===== config.mk =====
export PLATFORM = sky130hd
export DESIGN_NAME = index_sort_engine
export DESIGN_NICKNAME = d
export VERILOG_FILES = /design/src/rtl/index_sort_engine_pkg.sv /design/src/rtl/index_sort_engine_cmp_exchange.sv /design/src/rtl/index_sort_engine.sv
export SDC_FILE = /design/constraint.sdc
export NUM_CORES = 2
export LEC_CHECK = 0
export CORE_MARGIN = 1
export CORE_UTILIZATION = 30
export DETAILED_ROUTE_END_ITERATION = 10
export GPL_TIMING_DRIVEN = 0
export PLACE_DENSITY = 0.54
export SYNTH_ARGS = -nofsm -noshare
export SYNTH_HDL_FRONTEND = slang
export SYNTH_SLANG_ARGS = --single-unit

===== constraint.sdc =====
create_clock -name clk -period 5.2 [get_ports clk]
set_clock_uncertainty 0.2 [all_clocks]
set_input_delay 1.56 -clock clk [delete_from_list [all_inputs] [get_ports clk]]
set_output_delay 1.56 -clock clk [all_outputs]
set_load 0.005 [all_outputs]

===== src/rtl/index_sort_engine_pkg.sv =====
`default_nettype none
// ============================================================================
// Module      : index_sort_engine_pkg
// Description : Shared widths, FSM state encoding and the {value,index} entry.
// Revision    : 1.0 - initial release
// ============================================================================
package index_sort_engine_pkg;

    localparam int NETWORK_WIDTH = 16;
    localparam int INDEX_WIDTH   = 8;

    typedef enum logic [1:0] {
        ST_LOAD  = 2'd0,
        ST_SORT  = 2'd1,
        ST_DRAIN = 2'd2
    } state_t;

    // Index field is sized for the largest frame (256 entries).
    typedef struct packed {
        logic [NETWORK_WIDTH-1:0] value;
        logic [INDEX_WIDTH-1:0]   index;
    } entry_t;

endpackage
`default_nettype wire


===== src/rtl/index_sort_engine_cmp_exchange.sv =====
`default_nettype none
// ============================================================================
// Module      : sort_cmp_exchange
// Description : One combinational compare-exchange cell of the sorting network.
// Revision    : 1.0 - initial release
// ============================================================================
module sort_cmp_exchange
    import index_sort_engine_pkg::*;
(
    input  entry_t i_a,
    input  entry_t i_b,
    input  logic   i_desc,
    output entry_t o_a,
    output entry_t o_b
);

    logic w_swap;

    // Strict comparison only, so equal values never trade places.
    assign w_swap = i_desc ? (i_a.value < i_b.value) : (i_a.value > i_b.value);
    assign o_a    = w_swap ? i_b : i_a;
    assign o_b    = w_swap ? i_a : i_b;

endmodule
`default_nettype wire


===== src/rtl/index_sort_engine.sv =====
`default_nettype none
// ============================================================================
// Module      : index_sort_engine
// Description : Frame loader, odd-even transposition sorter and top-K drain.
// Revision    : 1.0 - initial release
// ============================================================================
module index_sort_engine
    import index_sort_engine_pkg::*;
#(
    parameter int N_ENTRIES = 32,
    parameter int DATA_W    = NETWORK_WIDTH,
    parameter int IDX_W     = $clog2(N_ENTRIES)
) (
    input  logic              clk,
    input  logic              rst,
    input  logic              desc_i,
    input  logic [IDX_W:0]    topk_i,
    input  logic              in_valid,
    output logic              in_ready,
    input  logic [DATA_W-1:0] in_data,
    output logic              out_valid,
    input  logic              out_ready,
    output logic [DATA_W-1:0] out_data,
    output logic [IDX_W-1:0]  out_index,
    output logic              out_last,
    output logic              busy
);

    localparam logic [IDX_W-1:0] C_LAST = IDX_W'(N_ENTRIES - 1);
    localparam logic [IDX_W:0]   C_N    = (IDX_W+1)'(N_ENTRIES);

    state_t           r_state;
    state_t           w_state_nxt;
    logic [IDX_W-1:0] r_load_cnt;
    logic [IDX_W-1:0] r_phase;
    logic [IDX_W-1:0] r_rd_ptr;
    logic [IDX_W-1:0] r_k_last;
    logic             r_desc;
    logic [IDX_W-1:0] w_k_last;
    logic             w_in_fire;
    logic             w_out_fire;

    entry_t r_mem  [N_ENTRIES];
    entry_t w_even [N_ENTRIES];
    entry_t w_odd  [N_ENTRIES];

    assign w_in_fire  = in_valid  && (r_state == ST_LOAD);
    assign w_out_fire = out_ready && (r_state == ST_DRAIN);
    assign w_k_last   = ((topk_i == '0) || (topk_i > C_N)) ? C_LAST
                                                             : IDX_W'(topk_i - 1'b1);

    always_ff @(posedge clk or posedge rst) begin
        if (rst) begin
            r_state <= ST_LOAD;
        end else begin
            r_state <= w_state_nxt;
        end
    end

    always_comb begin
        w_state_nxt = r_state;
        in_ready    = 1'b0;
        out_valid   = 1'b0;
        busy        = 1'b0;
        case (r_state)
            ST_LOAD: begin
                in_ready = 1'b1;
                if (in_valid && (r_load_cnt == C_LAST)) w_state_nxt = ST_SORT;
            end
            ST_SORT: begin
                busy = 1'b1;
                if (r_phase == C_LAST) w_state_nxt = ST_DRAIN;
            end
            ST_DRAIN: begin
                busy      = 1'b1;
                out_valid = 1'b1;
                if (out_ready && (r_rd_ptr == r_k_last)) w_state_nxt = ST_LOAD;
            end
            default: w_state_nxt = ST_LOAD;
        endcase
    end

    always_ff @(posedge clk or posedge rst) begin
        if (rst) begin
            r_load_cnt <= '0;
            r_phase    <= '0;
            r_rd_ptr   <= '0;
            r_desc     <= 1'b0;
            r_k_last   <= C_LAST;
        end else begin
            if (w_in_fire) begin
                // Frame options are captured with the first sample only.
                if (r_load_cnt == '0) begin
                    r_desc   <= desc_i;
                    r_k_last <= w_k_last;
                end
                r_load_cnt <= (r_load_cnt == C_LAST) ? '0 : r_load_cnt + 1'b1;
            end
            if (r_state == ST_SORT) begin
                r_phase <= (r_phase == C_LAST) ? '0 : r_phase + 1'b1;
            end
            if (w_out_fire) begin
                r_rd_ptr <= (r_rd_ptr == r_k_last) ? '0 : r_rd_ptr + 1'b1;
            end
        end
    end

    always_ff @(posedge clk) begin
        if (w_in_fire) begin
            r_mem[r_load_cnt] <= '{value: NETWORK_WIDTH'(in_data),
                                   index: INDEX_WIDTH'(r_load_cnt)};
        end else if (r_state == ST_SORT) begin
            for (int i = 0; i < N_ENTRIES; i++) begin
                r_mem[i] <= r_phase[0] ? w_odd[i] : w_even[i];
            end
        end
    end

    for (genvar k = 0; k < N_ENTRIES / 2; k++) begin : g_even
        sort_cmp_exchange u_cx (
            .i_a    (r_mem[2*k]),
            .i_b    (r_mem[2*k+1]),
            .i_desc (r_desc),
            .o_a    (w_even[2*k]),
            .o_b    (w_even[2*k+1])
        );
    end

    // Odd phases leave the two end slots untouched.
    assign w_odd[0]           = r_mem[0];
    assign w_odd[N_ENTRIES-1] = r_mem[N_ENTRIES-1];
    for (genvar k = 0; k < N_ENTRIES / 2 - 1; k++) begin : g_odd
        sort_cmp_exchange u_cx (
            .i_a    (r_mem[2*k+1]),
            .i_b    (r_mem[2*k+2]),
            .i_desc (r_desc),
            .o_a    (w_odd[2*k+1]),
            .o_b    (w_odd[2*k+2])
        );
    end

    assign out_data  = (r_state == ST_DRAIN) ? r_mem[r_rd_ptr].value[DATA_W-1:0] : '0;
    assign out_index = (r_state == ST_DRAIN) ? r_mem[r_rd_ptr].index[IDX_W-1:0]  : '0;
    assign out_last  = (r_state == ST_DRAIN) && (r_rd_ptr == r_k_last);

endmodule
`default_nettype wire

==> results.txt <==
Result of the run -> finished with violations
Violated checks -> max-capacitance violations, max-slew violations, negative setup slack
Combinational cell fraction of total power -> 49.9%
Global routing's busiest layer -> met2
Mux cell area share after synthesis -> 21.62%
FF+latch count, synth -> 695
Setup-violating endpoint count in the final report -> 2
Most frequently used cell type in the post-synthesis netlist -> a21oi_1
First-pass GRT wire length -> 296100 µm
Met3 global-route usage -> 5.769%
Register-to-Register Setup Slack -> 0.30 ns
GR Util All Layers -> 24.37%
F_max -> 191.1 MHz
Area of the placeable core -> 167800 µm²
Row cnt -> 150
Worst Hold Endpoint -> r_phase[3]$_DFFE_PP0P_
Share of total power in sequential cells -> 31.2%
Post-synthesis net count -> 5150
Largest family of logic cells by synthesized area -> multiplexers
Worst Path Class, Setup -> reg2out
Number of antenna violations at the first check in global routing -> 16
Cell Area, Synth -> 50870 µm²
Tightest Hold Check Type -> reg2reg
Count of vias placed by the detailed router -> 41.46k
Synth warn -> 0
Sw Share -> 44.23%
Leakage power total -> 23.58 nW
Synth Area in Simple Gates -> 6.904%
Crit-path most repeated cell -> mux4_2
Fraction of final layout cells sized beyond drive strength 1 -> 11.12%
Count of buffers inserted at the top-level ports -> 50
Total placed instance area -> 54830 µm²
Layout overhead on the synthesized area -> 14.84%
Count of buffer and inverter cells on the critical path -> 4
Total Wirelength -> 211300 µm
Switching power -> 14.29 mW
Endpoint type of the worst setup path -> primary output
Synth Flop Type -> edfxtp_1
CTS tree -> built
Post-DRT Antenna Nets -> 0
Clock input transition at the sequential cells of the worst setup and hold paths -> 0.06 ns
Die Span X -> 413.8 µm
Residual overflow from global routing -> 0
Peak per-stage delay on the critical path -> 0.63 ns
Internal power summed over all cells -> 18.02 mW
Routed length per instance -> 29.80 µm
XOR/XNOR Fraction of Synth Area -> 0.1549%
Min Clock Period, post-route -> 5.232 ns
Logic depth of the worst register-to-register path -> 7
Setup WS pre-CTS -> -0.6128 ns
Max-slew violation count -> 13
Startpoint of the lowest-slack register-to-register path -> r_state[1]$_DFFE_PP0P_
Number of clock buffers inserted by TritonCTS -> 84
Largest area contributor in the synthesized netlist -> edfxtp_1
M2 GR Usage -> 36.31%
Slew at the pin with the worst max-slew slack -> 1.588 ns
Final setup margin -> -0.03152 ns
Total die area -> 171200 µm²
Worst slew margin -> -6.219%
Later-pin clock latency in the skew report -> 0.72 ns
Worst voltage drop across the vdd grid -> 385.1 µV
Largest net degree at the start of global routing -> 24
Capturing point of the worst reg2reg path -> r_mem[22][0]$_DFFE_PP_
Via-per-instance ratio -> 5.847
Syn Inst Count -> 4614
Number of max-cap violations -> 3
Buffer depth of the longest clock path -> 3
Largest fanout on the critical path -> 10
Slowest-stage cell, CP -> mux4_2
Part of the Yosys area used for sequential elements -> 40.81%
Hold Startpoint -> r_phase[3]$_DFFE_PP0P_
Post-route clock period utilization -> 100.6%
Area share of the leading cell type in the synthesized netlist -> 39.67%
CTS hold repair buffers -> 0
Dominant delay contributor by cell family on the critical path -> multiplexers
Number of cells traversed by the worst hold path -> 1
Die Height -> 413.8 µm
First-iteration detailed-routing DRC count -> 5422
Ranking of synthesized cells by area -> edfxtp_1 40%, ha_1 13%, mux2i_1 12%
Number of clock sinks -> 695
Weighted congestion at the end of routability-driven global placement -> 1.171
Fraction of the mapped netlist area in adder cells -> 12.52%
M1 GR Usage -> 31.34%
EDFF count, synth -> 672
Crit path launch type -> register
Final standard cell area without fillers -> 58420 µm²
Part of the power in the clock network -> 18.9%
Crit-path cells -> buf_12 > bufbuf_16 > buf_8 > mux4_2 > mux4_2 > mux2i_1 > nor2b_2 > dlygate4sd2_1
Root cell of the clock tree -> clkbuf_16
Crit path arrival time -> 3.47 ns
Remaining routing DRC violations -> 0
First-pass iteration count of the detailed router -> 5
Number of primary I/O pins -> 52
Effective utilization at floorplan -> 30.32%
Cell types with the highest counts after synthesis -> 802 x a21oi_1, 672 x edfxtp_1, 616 x mux2i_1
Final Hold Violating Endpoints -> 0
Synth cell types -> 72
Overall power -> 32.31 mW
Detailed placement HPWL -> 166100 µm
Power density normalized to cell area -> 553.1 nW/µm²
Mapped Avg Cell Area -> 11.03 µm²
H-Tree Level Count -> 3
Worst Path Required -> 3.44 ns
Net count reported at finish -> 5350
Vias in the first global route -> 39.40k
Compound-cell area share of the yosys netlist -> 12.04%
Setup total negative slack -> -0.03797 ns
FFs w/ async S/R, synth -> 3.309%
## layout by cell type (no fill, tap or decap), drive strengths merged, types with 18 or more instances in the layout
cell / count
inv: 527
buf: 165
mux2i: 616
o21ai: 63
clkdlybuf4s50: 29
o211ai: 28
a21o: 23
nand4: 120
and3: 30
nand3: 61
ha: 509
nor2: 121
edfxtp: 672
a211oi: 19
nand2b: 27
nor2b: 51
clkbuf: 278
clkinv: 34
mux4: 210
a31oi: 46
nor3: 32
a21oi: 802
nand2: 186
nor4: 21
dfrtp: 18
## stage by stage
step,hold slack (ns),utilization (%),cells
after floorplan,0.2490,-,4614
after global placement,0.2736,32.26,6868
after detailed placement,0.2817,32.68,6898
after CTS,0.2869,34.82,7085
after global routing,0.3203,34.81,7088
final,0.2870,34.82,7091
## area by class of cell
cell class	instances	area [µm²]
Timing Repair Buffer	117	1326
Antenna cell	3	7.507
Buffer	260	1409
Clock inverter	51	450.4
Clock buffer	105	2275
Sequential cell	695	20760
Fill cell	16710	109400
Inverter	520	1952
Multi-Input combinational cell	3136	27480
Tap cell	2204	2758
## sequential cells by signal, summed over array words and instances, names as in the netlist
signal	cells
r_mem	672
r_desc	1
r_k_last	5
r_phase	5
r_load_cnt	5
r_state	2
r_rd_ptr	5
## power by group through the flow
stage	logic (mW)	clock network [mW]	registers [mW]
after floorplan	9.80	0	9.06
after global placement	14.4	0	10.1
after detailed placement	14.9	0	10.1
after CTS	15.7	6.15	9.96
after global routing	17.0	6.35	10.2
final	16.1	6.11	10.1
## worst reg2reg max path, stage by stage (launching register included)
cell,delay [ns]
dfrtp_1,0.40
inv_1,0.08
ha_1,0.20
clkbuf_1,0.46
and2_0,1.11
clkbuf_2,0.86
nand3_1,0.43
and3b_1,0.69
## logic make-up (layout without fill, tap and decap cells)
| kind of cell | after synthesis | after routing |
|---|---|---|
| AOI/OAI and AO/OA | 1092 | 1092 |
| buffers and inverters | 783 | 1053 |
| muxes | 835 | 835 |
| other | 0 | 3 |
| and+or+nand+nor | 691 | 691 |
| adders and majority gates | 509 | 509 |
| xor gates and xnor gates | 9 | 9 |
| DFF | 695 | 695 |
## repair_timing
| action | 4_1_cts | 5_1_grt |
|---|---|---|
| gates cloned | 2 | 0 |
| setup buffers | 31 | 3 |
| setup endpoints to repair | 22 | 13 |
| pin swaps | 0 | 0 |
| gates resized for setup | 207 | 6 |
## worst max-delay path by stage
stage                                          to  slack, ns                     from  depth (start not counted)
after floorplan             r_mem[2][0]$_DFFE_PP_       0.36                 in_valid                          6
after global placement    r_mem[13][19]$_DFFE_PP_      -2.51       r_desc$_DFFE_PP0P_                          4
after detailed placement             out_index[2]      -0.61  r_rd_ptr[1]$_DFFE_PP0P_                          8
after CTS                             out_data[7]      -0.01  r_rd_ptr[0]$_DFFE_PP0P_                         10
after global routing                  out_data[8]      -0.02  r_rd_ptr[0]$_DFFE_PP0P_                          8
final                                out_index[4]      -0.03  r_rd_ptr[0]$_DFFE_PP0P_                          8
## layer usage
layer  wire, µm  share of wire (%)
met1      82400                 39
met2      90530                 43
met3      21910                 10
met4      16400                7.8
met5         64              0.030
Note: power is estimated with default switching activity, not from simulation.
